==> src/rtl/seq_det_pkg.sv <==
// Shared constants and helpers for the programmable sequence detector.
package seq_det_pkg;

    // Power-up configuration: the legacy lab-3 "10110" detector, overlapping.
    localparam logic [7:0]  DEF_PATTERN = 8'b0001_0110;
    localparam int unsigned DEF_LEN     = 5;
    localparam logic        DEF_OVERLAP = 1'b1;

    // Width of a length field able to hold 0..max_len.
    function automatic int unsigned len_w(input int unsigned max_len);
        return $clog2(max_len + 1);
    endfunction

    // Out-of-range lengths (0 or above max_len) mean "use the full history".
    function automatic int unsigned clamp_len(input int unsigned len,
                                              input int unsigned max_len);
        return ((len == 0) || (len > max_len)) ? max_len : len;
    endfunction

endpackage

==> src/rtl/seq_det_hist.sv <==
// Serial history shift register with a saturating count of valid bits.
module seq_det_hist
    import seq_det_pkg::*;
#(
    parameter int unsigned MAX_LEN = 8,
    parameter int unsigned LW      = len_w(MAX_LEN)
) (
    input  logic               clk,
    input  logic               rst,
    input  logic               i_shift,
    input  logic               i_bit,
    input  logic               i_clear,
    input  logic               i_drop_fill,
    output logic [MAX_LEN-1:0] o_hist,
    output logic [LW-1:0]      o_fill,
    output logic [MAX_LEN-1:0] o_hist_nxt,
    output logic [LW-1:0]      o_fill_nxt
);

    localparam logic [LW-1:0] FILL_MAX = LW'(MAX_LEN);

    logic [MAX_LEN-1:0] r_hist;
    logic [LW-1:0]      r_fill;

    // Candidate state after accepting i_bit; the top compares against these.
    always_comb begin
        o_hist_nxt = {r_hist[MAX_LEN-2:0], i_bit};
        o_fill_nxt = (r_fill == FILL_MAX) ? r_fill : r_fill + LW'(1);
    end

    // History/fill update; a non-overlap match restarts fill but keeps the bits.
    always_ff @(posedge clk or posedge rst) begin
        if (rst) begin
            r_hist <= '0;
            r_fill <= '0;
        end else if (i_clear) begin
            r_hist <= '0;
            r_fill <= '0;
        end else if (i_shift) begin
            r_hist <= o_hist_nxt;
            r_fill <= i_drop_fill ? '0 : o_fill_nxt;
        end
    end

    assign o_hist = r_hist;
    assign o_fill = r_fill;

endmodule

==> src/rtl/seq_det_prog.sv <==
// Programmable serial sequence detector with overlap control and a
// saturating match counter.
module seq_det_prog
    import seq_det_pkg::*;
#(
    parameter int unsigned        MAX_LEN     = 8,
    parameter int unsigned        CNT_W       = 8,
    parameter logic [MAX_LEN-1:0] DEF_PATTERN = MAX_LEN'(seq_det_pkg::DEF_PATTERN),
    parameter int unsigned        DEF_LEN     = seq_det_pkg::DEF_LEN,
    parameter logic               DEF_OVERLAP = seq_det_pkg::DEF_OVERLAP
) (
    input  logic                             clk,
    input  logic                             rst,
    input  logic                             cfg_we,
    input  logic [MAX_LEN-1:0]               cfg_pattern,
    input  logic [len_w(MAX_LEN)-1:0]        cfg_len,
    input  logic                             cfg_overlap,
    input  logic                             cnt_clr,
    input  logic                             in_valid,
    input  logic                             in,
    output logic                             out,
    output logic [CNT_W-1:0]                 match_cnt,
    output logic                             cnt_sat
);

    localparam int unsigned   LW          = len_w(MAX_LEN);
    localparam logic [LW-1:0] RST_LEN     = LW'(clamp_len(DEF_LEN, MAX_LEN));

    logic [MAX_LEN-1:0] r_pat;
    logic [LW-1:0]      r_len;
    logic               r_ovl;
    logic               r_out;
    logic [CNT_W-1:0]   r_cnt;

    logic               w_accept;
    logic               w_match;
    logic [MAX_LEN-1:0] w_mask;
    logic [MAX_LEN-1:0] w_hist;
    logic [LW-1:0]      w_fill;
    logic [MAX_LEN-1:0] w_hist_nxt;
    logic [LW-1:0]      w_fill_nxt;

    // A config load wins over a data bit presented in the same cycle.
    assign w_accept = in_valid & ~cfg_we;

    seq_det_hist #(
        .MAX_LEN (MAX_LEN),
        .LW      (LW)
    ) u_hist (
        .clk         (clk),
        .rst         (rst),
        .i_shift     (w_accept),
        .i_bit       (in),
        .i_clear     (cfg_we),
        .i_drop_fill (w_match & ~r_ovl),
        .o_hist      (w_hist),
        .o_fill      (w_fill),
        .o_hist_nxt  (w_hist_nxt),
        .o_fill_nxt  (w_fill_nxt)
    );

    // Low-len-bit mask and compare against the history including the new bit.
    always_comb begin
        w_mask = '0;
        for (int unsigned i = 0; i < MAX_LEN; i++) begin
            w_mask[i] = (LW'(i) < r_len);
        end
        w_match = w_accept && (w_fill_nxt >= r_len)
                  && (((w_hist_nxt ^ r_pat) & w_mask) == '0);
    end

    // Configuration registers, reloaded on cfg_we with the length clamped.
    always_ff @(posedge clk or posedge rst) begin
        if (rst) begin
            r_pat <= DEF_PATTERN;
            r_len <= RST_LEN;
            r_ovl <= DEF_OVERLAP;
        end else if (cfg_we) begin
            r_pat <= cfg_pattern;
            r_len <= LW'(clamp_len(int'(cfg_len), MAX_LEN));
            r_ovl <= cfg_overlap;
        end
    end

    // Registered one-cycle match pulse.
    always_ff @(posedge clk or posedge rst) begin
        if (rst) begin
            r_out <= 1'b0;
        end else begin
            r_out <= w_match;
        end
    end

    // Saturating match counter; clear beats a simultaneous increment.
    always_ff @(posedge clk or posedge rst) begin
        if (rst) begin
            r_cnt <= '0;
        end else if (cnt_clr) begin
            r_cnt <= '0;
        end else if (w_match && (r_cnt != '1)) begin
            r_cnt <= r_cnt + CNT_W'(1);
        end
    end

    assign out       = r_out;
    assign match_cnt = r_cnt;
    assign cnt_sat   = (r_cnt == '1);

endmodule
==> config.mk <==
export PLATFORM = sky130hd
export DESIGN_NAME = seq_det_prog
export DESIGN_NICKNAME = d
export VERILOG_FILES = /design/src/rtl/seq_det_pkg.sv /design/src/rtl/seq_det_hist.sv /design/src/rtl/seq_det_prog.sv
export SDC_FILE = /design/constraint.sdc
export NUM_CORES = 1
export LEC_CHECK = 0
export ABC_AREA = 1
export BUFFER_PORTS_ARGS = -buffer_cell sky130_fd_sc_hd__buf_2
export CORE_ASPECT_RATIO = 1.75
export CORE_MARGIN = 2
export CORE_UTILIZATION = 45
export CTS_CLUSTER_SIZE = 14
export DETAILED_ROUTE_END_ITERATION = 8
export PLACE_DENSITY = 0.65
export SKIP_CTS_REPAIR_TIMING = 1
export SLEW_MARGIN = 0
export SYNTH_ARGS = -nofsm -noshare
export SYNTH_HDL_FRONTEND = slang
export SYNTH_SLANG_ARGS = --single-unit
export TNS_END_PERCENT = 30
==> constraint.sdc <==
create_clock -name clk -period 2.8 [get_ports clk]
set_input_delay 0.56 -clock clk [delete_from_list [all_inputs] [get_ports clk]]
set_output_delay 0.56 -clock clk [all_outputs]
set_load 0.02 [all_outputs]
==> flow_summary.ini, run 1 <==
[synth]
synth-seq-cells = 33
ys_types = 25
synth.area.mux_share_pct = 0
synthAdderAreaFrac_pct = 4.62
syn_area_um2 = 1890
synth_xor_area_share_pct = 3.70
synth_top_family_by_area = simple AND/OR/NAND/NOR gates
synth_warnings = 0
synthCells = 248
yosysSeqAreaShare_pct = 44.0
synth_compound_area_share_pct = 6.74
avgSynthCellArea_um2 = 7.64
yosys.area_share.simple_pct = 31.0
synth_nets = 274

[clocking]
htree_levels = 2
numCtsBuffers = 5
cts.sinks = 33
cts.clk_slew.worst_paths_ns = 0.07
clk_latency_ns = 0.28
cts_buffer_depth = 2
cts-root-buf = clkbuf_8
cts_tree = yes

[global_routing]
grt_pass1_vias = 1612
grt_max_degree = 34
antenna_found_initial = 0
grt_pass1_wl_mm = 6.71
grt_usage_pct = 18.6
grt-ovfl-total = 0

[status]
status = complete, no violations

[pwr]
p_total_uw = 990
powerDensity_nw_per_um2 = 457
ir_worst_vdd_v = 0.000320
p_leak_uw = 0.00125

[sta]
slew_viol_final = 0
hold_viol = 0
finClkSkew_ns = 0.00722
fin_crit_sh_pct = 79.1
hold_ws_ns = 0.352
setup_viol = 0
slew_headroom_pct = 69.9
rsz0062_at_grt = no
finalWorstSetupSlack_ns = 0.586
setup_tns_ns = 0
fmax_mhz = 452
layout_min_cycle_time_ns = 2.21
tightest_slew_ns = 0.451

[placed_design]
place_ws_ns = 0.588
dp_hpwl_mm = 2.97
gp_routability_congestion = 0.756
place_area_um2 = 2090
io_buffers = 28

[cells_and_area]
final_net_count = 306
fin_area_um2 = 2170
n_antenna_cell = 0
final_layout_size_suffix_gt1_share_pct = 18.9
fillers = 420
area_delta_synth_final_pct = 14.4

[floorplan]
core_area_um2 = 4070
dieArea_um2 = 4770
start_util_pct = 46.5
die_h_um = 89.8
die_w_um = 53.0
row_count = 31
io_pins = 29

[route]
wl_per_cell_um = 11.6
post-route-drc-count = 0
detail_route.first_pass.iterations = 4
num_vias = 1601
drt-initial-drc-count = 17
ant_nets = 0
via_per_inst = 4.85
routed_wl_mm = 3.82

[flow_run]
maxCapViolations = 0

[worst_hold_path]
hp-class = in2async

[worst_setup_path]
crit_fanout = 10
crit_type = reg2out
endpoint_kind = output pin
cp-start-kind = flop
crit_arrival_ns = 1.65
crit_required_ns = 2.24
synthesized netlist by cell type:
cell       n  area share [%]
a21oi_1    3            0.79
o22ai_1    9             3.0
inv_2      2            0.40
nand3_1   17             4.5
nor2_1    14             2.8
nand4_1    8             2.6
inv_1     44             8.7
nand2_1   76              15
nand2_2    5             1.7
nor2_8     1             1.1
a31oi_1    1            0.33
buf_2      1            0.26
xor2_1     6             2.8
nand4_2    1            0.66
nor2_2     1            0.33
nor3_4     1            0.86
nor3_1     1            0.26
ha_1       7             4.6
dfstp_2    6             8.3
dfrtp_1   27              36
nor2_4     1            0.59
clkbuf_1   3            0.59
nand2_4    1            0.59
o21ai_0   10             2.6
xnor2_1    2            0.92
layout by cell type, fill, tap and decap left out, drive strengths merged:
cell type	netlist	routed
a21oi	3	3
nand4	9	9
inv	46	46
o22ai	9	9
nor3	2	2
dfrtp	27	27
nand3	17	17
xnor2	2	2
buf	1	29
nand2	82	82
clkbuf	3	8
xor2	6	6
dfstp	6	6
a31oi	1	1
nor2	17	17
o21ai	10	10
ha	7	7
where the power goes:
part           internal, µW  total (µW)  leakage [µW]  switching (µW)
sequential              504         521      0.000425            16.9
clock                   176         333     0.0000395             157
combinational          48.6         136      0.000782            87.9
total                   729         990       0.00125             262
sequential cells by signal (all words and copies together), names as in the netlist:
name           count
match_cnt          8
r_pat              8
u_hist.o_hist      7
r_len              4
u_hist.o_fill      4
out                1
r_ovl              1
through the flow:
step	cells	utilization (%)
finish	330	53.2
global route	330	53.2
detailed placement	322	51.2
global placement	322	51.2
floorplan	248	-
CTS	330	53.2
cells by family after synthesis:
| group | count (synthesis) |
|---|---|
| AOI/OAI and AO/OA | 23 |
| xor gates and xnor gates | 8 |
| adders and majority gates | 7 |
| buffers and inverters | 50 |
| DFF | 33 |
| and+or+nand+nor | 127 |
worst paths after layout:
| path | slack [ns] | from | to | cells after the start |
|---|---|---|---|---|
| setup / recovery | 0.59 | match_cnt[0] | cnt_sat | 6 |
| hold / removal | 0.35 | rst | match_cnt[1] | 3 |
| setup reg to reg | 0.59 | u_hist.o_fill[0] | u_hist.o_fill[3] | 17 |
| hold reg to reg | 0.49 | r_pat[4] | r_pat[4] | 2 |
| max in group asynchronous | 2.11 | rst | r_ovl | 3 |
| min in group clk | 0.49 | cfg_overlap | r_ovl | 3 |
cell type report:
cell class / count / area [µm²] / share of cell area, %
clock buffer: 8 / 80.1 / 3.70
multi-input combinational: 165 / 872 / 40.2
timing repair buffer: 29 / 148 / 6.81
sequential: 33 / 833 / 38.5
inverter: 46 / 173 / 7.97
tap: 49 / 61.3 / 2.83
critical path, stage by stage, from the launching register on:
cell     delay (ns)
dfrtp_1        0.41
ha_1           0.23
nand2_1        0.13
nor3_4         0.20
nand2_2        0.17
inv_1          0.08
buf_2          0.15
routing by layer:
layer	share of wire [%]	track usage [%]	wire length [µm]	up-vias
met1	38	18.5	1460	731
met3	3.3	3.65	125	7
met2	57	35.3	2170	26
met5	0	0	0	-
li1	-	-	-	837
met4	1.7	6.62	65	0
(Power assumes the default switching activity.)
==> inputs of run 2 (changes only) <==
==> constraint.sdc (replaced) <==
create_clock -name clk -period 2.29 [get_ports clk]
set_input_delay 0.458 -clock clk [delete_from_list [all_inputs] [get_ports clk]]
set_output_delay 0.458 -clock clk [all_outputs]
set_load 0.02 [all_outputs]
==> flow_summary.ini, run 2 (synthesized netlist as in run 1, its figures left out) <==
[pwr]
p_int_uw = 928
pwr-share-clk_pct = 35.2
power.share.switching_pct = 27.2
pwr-share-comb_pct = 14.9
ir_worst_vdd_v = 0.000456
p_leak_uw = 0.00128
switchingPower_uw = 346
p_seq_share_pct = 49.9
p_total_uw = 1270
powerDensity_nw_per_um2 = 565

[global_routing]
grt_pass1_vias = 1594
grt-ovfl-total = 0
grt_max_degree = 34
grt_usage_pct = 18.7
antenna_found_initial = 0
grt_pass1_wl_mm = 6.74

[sta]
tightest_slew_ns = 0.507
slew_headroom_pct = 66.2
slew_viol_final = 0
setup_tns_ns = 0
setup_viol = 0
fin_crit_sh_pct = 94.4
layout_min_cycle_time_ns = 2.16
finClkSkew_ns = 0.00712
hold_viol = 0
fmax_mhz = 463

[cells_and_area]
area_delta_synth_final_pct = 19.2
fillers = 415
final_cell_mix = nand2_1 (75), inv_1 (44), buf_2 (28)
final_layout_size_suffix_gt1_share_pct = 23.2
n_antenna_cell = 0
final_common_cell = nand2_1
final_net_count = 310

[worst_setup_path]
ff2ff_setup_slack_ns = 0.13
reg2reg_depth = 15
crit_required_ns = 2.47
crit_arrival_ns = 2.34
crit_fanout = 8
cp-start-kind = flop
crit_type = reg2reg
endpoint_kind = flop
timing.rr.start = u_hist.o_fill[1]
r2r-end = match_cnt[6]

[floorplan]
die_w_um = 53.0
row_count = 31
start_util_pct = 46.5
die_h_um = 89.8
io_pins = 29
dieArea_um2 = 4770
core_area_um2 = 4070

[clocking]
cts_tree = yes
htree_levels = 2
clk_latency_ns = 0.29
cts.clk_slew.worst_paths_ns = 0.07
numCtsBuffers = 5
cts_buffer_depth = 2
cts.sinks = 33
cts-root-buf = clkbuf_8

[route]
post-route-drc-count = 0
via_per_inst = 5.01
drt-initial-drc-count = 27
routed_wl_mm = 4.03
wl_per_cell_um = 12.1
detail_route.first_pass.iterations = 4
ant_nets = 0
num_vias = 1673

[flow_run]
maxCapViolations = 0

[placed_design]
io_buffers = 28
dp_hpwl_mm = 2.99
gp_routability_congestion = 0.783

[worst_hold_path]
hp-class = in2async

[status]
status = complete, no violations
[run 2: changes by cell type in the layout (fill, tap and decap cells not counted), sizes merged]
cell,before,now
nor2,17,18
buf,29,32
[run 2: routing by layer]
layer	routed length, µm	up-vias	part of all wire, %	GRT usage [%]
met5	0	-	0	0
met4	85	0	2.1	7.05
met3	110	8	2.7	3.65
met2	2290	28	57	34.4
met1	1540	793	38	19.6
li1	-	844	-	-
[run 2: worst max-delay path, stage by stage (launching register included)]
cell and delay (ns):
dfrtp_1 0.41, inv_1 0.06, ha_1 0.18, nand2_1 0.11, nor2_2 0.06, xor2_1 0.15
ha_1 0.28, inv_1 0.04, nand2_1 0.04, nand2_1 0.04, nand2_1 0.05, nand2_1 0.08
a21oi_2 0.19, nand4_4 0.18, nand3_1 0.12, nand2_1 0.07
[run 2: per-stage QoR]
stage | cells | hold slack [ns] | setup WS [ns] | cell area (µm²) | utilization, %
3_5_place_dp | 323 | 0.484 | 0.0873 | 2090 | 51.4
4_1_cts | 331 | 0.260 | 0.0622 | 2180 | 53.6
3_3_place_gp | 323 | 0.483 | 0.138 | 2090 | 51.4
2_1_floorplan | 248 | 0.463 | 0.258 | 1890 | -
6_report | 334 | 0.241 | 0.129 | 2260 | 55.4
5_1_grt | 334 | 0.311 | -0.0416 | 2260 | 55.4
[run 2: area by class of cell]
type                    instances  area (µm²)  area share (%)
multi-input cells             166         928            41.1
flip-flops and latches         33         835            37.0
inverters                      46         173            7.65
repair buffers                 32         170            7.54
clock buffers                   8        90.1            3.99
well taps                      49        61.3            2.72
[run 2: worst max-delay path by stage]
stage | start | cells after the start | end | slack (ns)
2_1_floorplan | u_hist.o_fill[0] | 17 | u_hist.o_fill[0] | 0.26
3_3_place_gp | u_hist.o_fill[0] | 17 | u_hist.o_fill[0] | 0.14
3_5_place_dp | u_hist.o_fill[0] | 17 | u_hist.o_fill[0] | 0.09
4_1_cts | u_hist.o_fill[0] | 17 | u_hist.o_fill[0] | 0.06
5_1_grt | u_hist.o_fill[1] | 17 | u_hist.o_fill[0] | -0.04
6_report | u_hist.o_fill[1] | 15 | match_cnt[6] | 0.13
[run 2: power by group through the flow]
stage | sequential [µW] | clock, µW | combinational [µW]
5_1_grt | 639 | 479 | 223
4_1_cts | 637 | 463 | 174
3_5_place_dp | 647 | 0 | 172
3_3_place_gp | 646 | 0 | 169
2_1_floorplan | 642 | 0 | 125
6_report | 636 | 449 | 189
==> inputs of run 3 (changes only) <==
--- a/config.mk
+++ b/config.mk
@@ -10,6 +10,7 @@
 export CORE_ASPECT_RATIO = 1.75
 export CORE_MARGIN = 2
 export CORE_UTILIZATION = 45
+export CTS_BUF_LIST = sky130_fd_sc_hd__clkbuf_16
 export CTS_CLUSTER_SIZE = 14
 export DETAILED_ROUTE_END_ITERATION = 8
 export PLACE_DENSITY = 0.65
==> flow_summary.ini, run 3 (synthesized netlist as in run 1, its figures left out) <==
[cells_and_area]
final_common_cell = nand2_1
final_net_count = 310
final_layout_size_suffix_gt1_share_pct = 22.8
final_cell_mix = nand2_1 (75), inv_1 (46), buf_2 (28)
area_delta_synth_final_pct = 21.6
fin_area_um2 = 2300
multi_input_area_um2 = 928
n_antenna_cell = 0
fillers = 401
seqCellArea_um2 = 835

[pwr]
powerDensity_nw_per_um2 = 627
power.share.switching_pct = 25.6
p_int_uw = 1070
p_seq_share_pct = 44.1
pwr-share-comb_pct = 13.0
p_leak_uw = 0.00130
pwr-share-clk_pct = 42.8
switchingPower_uw = 370
ir_worst_vdd_v = 0.000540

[clocking]
cts_buffer_depth = 2
clk_latency_ns = 0.28
cts.sinks = 33
cts_tree = yes
cts.clk_slew.worst_paths_ns = 0.05
numCtsBuffers = 5
htree_levels = 2
cts-root-buf = clkbuf_16

[sta]
hold_viol = 0
layout_min_cycle_time_ns = 2.15
setup_viol = 0
slew_viol_final = 0
setup_tns_ns = 0
tightest_slew_ns = 0.508
fmax_mhz = 465
finalWorstSetupSlack_ns = 0.139
finClkSkew_ns = 0.00559
fin_crit_sh_pct = 93.9
slew_headroom_pct = 66.1

[placed_design]
place_ws_ns = 0.0873
dp_hpwl_mm = 2.99
place_area_um2 = 2090
io_buffers = 28
gp_routability_congestion = 0.783

[global_routing]
grt-ovfl-total = 0
grt_max_degree = 34
antenna_found_initial = 0
grt_usage_pct = 19.1
grt_pass1_wl_mm = 6.81
grt_pass1_vias = 1610

[floorplan]
die_w_um = 53.0
core_area_um2 = 4070
dieArea_um2 = 4770
io_pins = 29
row_count = 31
start_util_pct = 46.5
die_h_um = 89.8

[route]
detail_route.first_pass.iterations = 4
ant_nets = 0
drt-initial-drc-count = 33
wl_per_cell_um = 12.1
post-route-drc-count = 0
via_per_inst = 5.02
routed_wl_mm = 4.04
num_vias = 1677

[worst_setup_path]
critical_path.cell_chain = inv_1 > ha_1 > nand2_1 > nor2_2 > xor2_1 > ha_1 > inv_1 > nand2_1 > nand2_1 > nand2_1 > nand2_1 > a21oi_2 > nand4_4 > nand3_1 > nand2_1
slowest_stage = dfrtp_1
crit_required_ns = 2.45
crit_type = reg2reg
max_stage_delay_ns = 0.40
reg2reg_depth = 15
crit_fanout = 8
crit_arrival_ns = 2.31
endpoint_kind = flop
critical_path.most_common_cell = nand2_1
cp-start-kind = flop

[worst_hold_path]
hp-class = in2async

[flow_run]
maxCapViolations = 0

[status]
status = complete, no violations
[run 3: cell count changes in the layout (fill, tap and decap cells not counted)]
cell,before,now
clkbuf_1,2,0
clkbuf_8,6,0
inv_1,44,46
clkinv_1,0,1
clkbuf_16,0,5
[run 3: power groups by stage]
stage	Sequential, µW	Clock (µW)	Combinational, µW
after floorplan	642	0	125
after global placement	646	0	169
after detailed placement	647	0	172
after CTS	638	631	174
after global routing	640	649	220
final	637	618	188
[run 3: area by class of cell]
type | instances | share of cell area, %
clock inverters | 3 | 0.489
clock buffers | 5 | 5.43
well taps | 49 | 2.66
flip-flops and latches | 33 | 36.2
repair buffers | 32 | 7.39
multi-input cells | 166 | 40.3
inverters | 46 | 7.50
[run 3: path summary, 6_finish.rpt]
| kind | slack, ns | to | startpoint |
|---|---|---|---|
| min | 0.25 | match_cnt[1] | rst |
| max | 0.14 | match_cnt[6] | u_hist.o_fill[1] |
| max reg2reg | 0.14 | match_cnt[6] | u_hist.o_fill[1] |
| max in group asynchronous | 1.69 | r_pat[1] | rst |
| min in group clk | 0.38 | r_ovl | cfg_overlap |
| min reg2reg | 0.49 | r_pat[4] | r_pat[4] |
[run 3: metrics by stage]
stage                     std cells  utilization [%]  hold slack, ns  total power (µW)
after CTS                       331             54.8           0.276              1440
after floorplan                 248                -           0.463               767
after global routing            334             56.6           0.327              1510
after detailed placement        323             51.4           0.484               819
final                           334             56.6           0.254              1440
after global placement          323             51.4           0.483               815
[run 3: per-layer routing]
metal | share of wire (%) | GRT usage, % | wire [µm]
met1 | 39 | 19.5 | 1560
met2 | 56 | 34.6 | 2270
met3 | 2.5 | 4.15 | 100
met4 | 2.6 | 8.97 | 105
met5 | 0 | 0 | 0
[run 3: worst max-delay path: cells and delay by family, from the launching register on]
family	cells	cell delay [ns]
compound gates	1	0.19
xor+xnor	1	0.16
fa+ha+maj	2	0.46
buf+inv	2	0.10
flops	1	0.40
simple gates	9	0.74
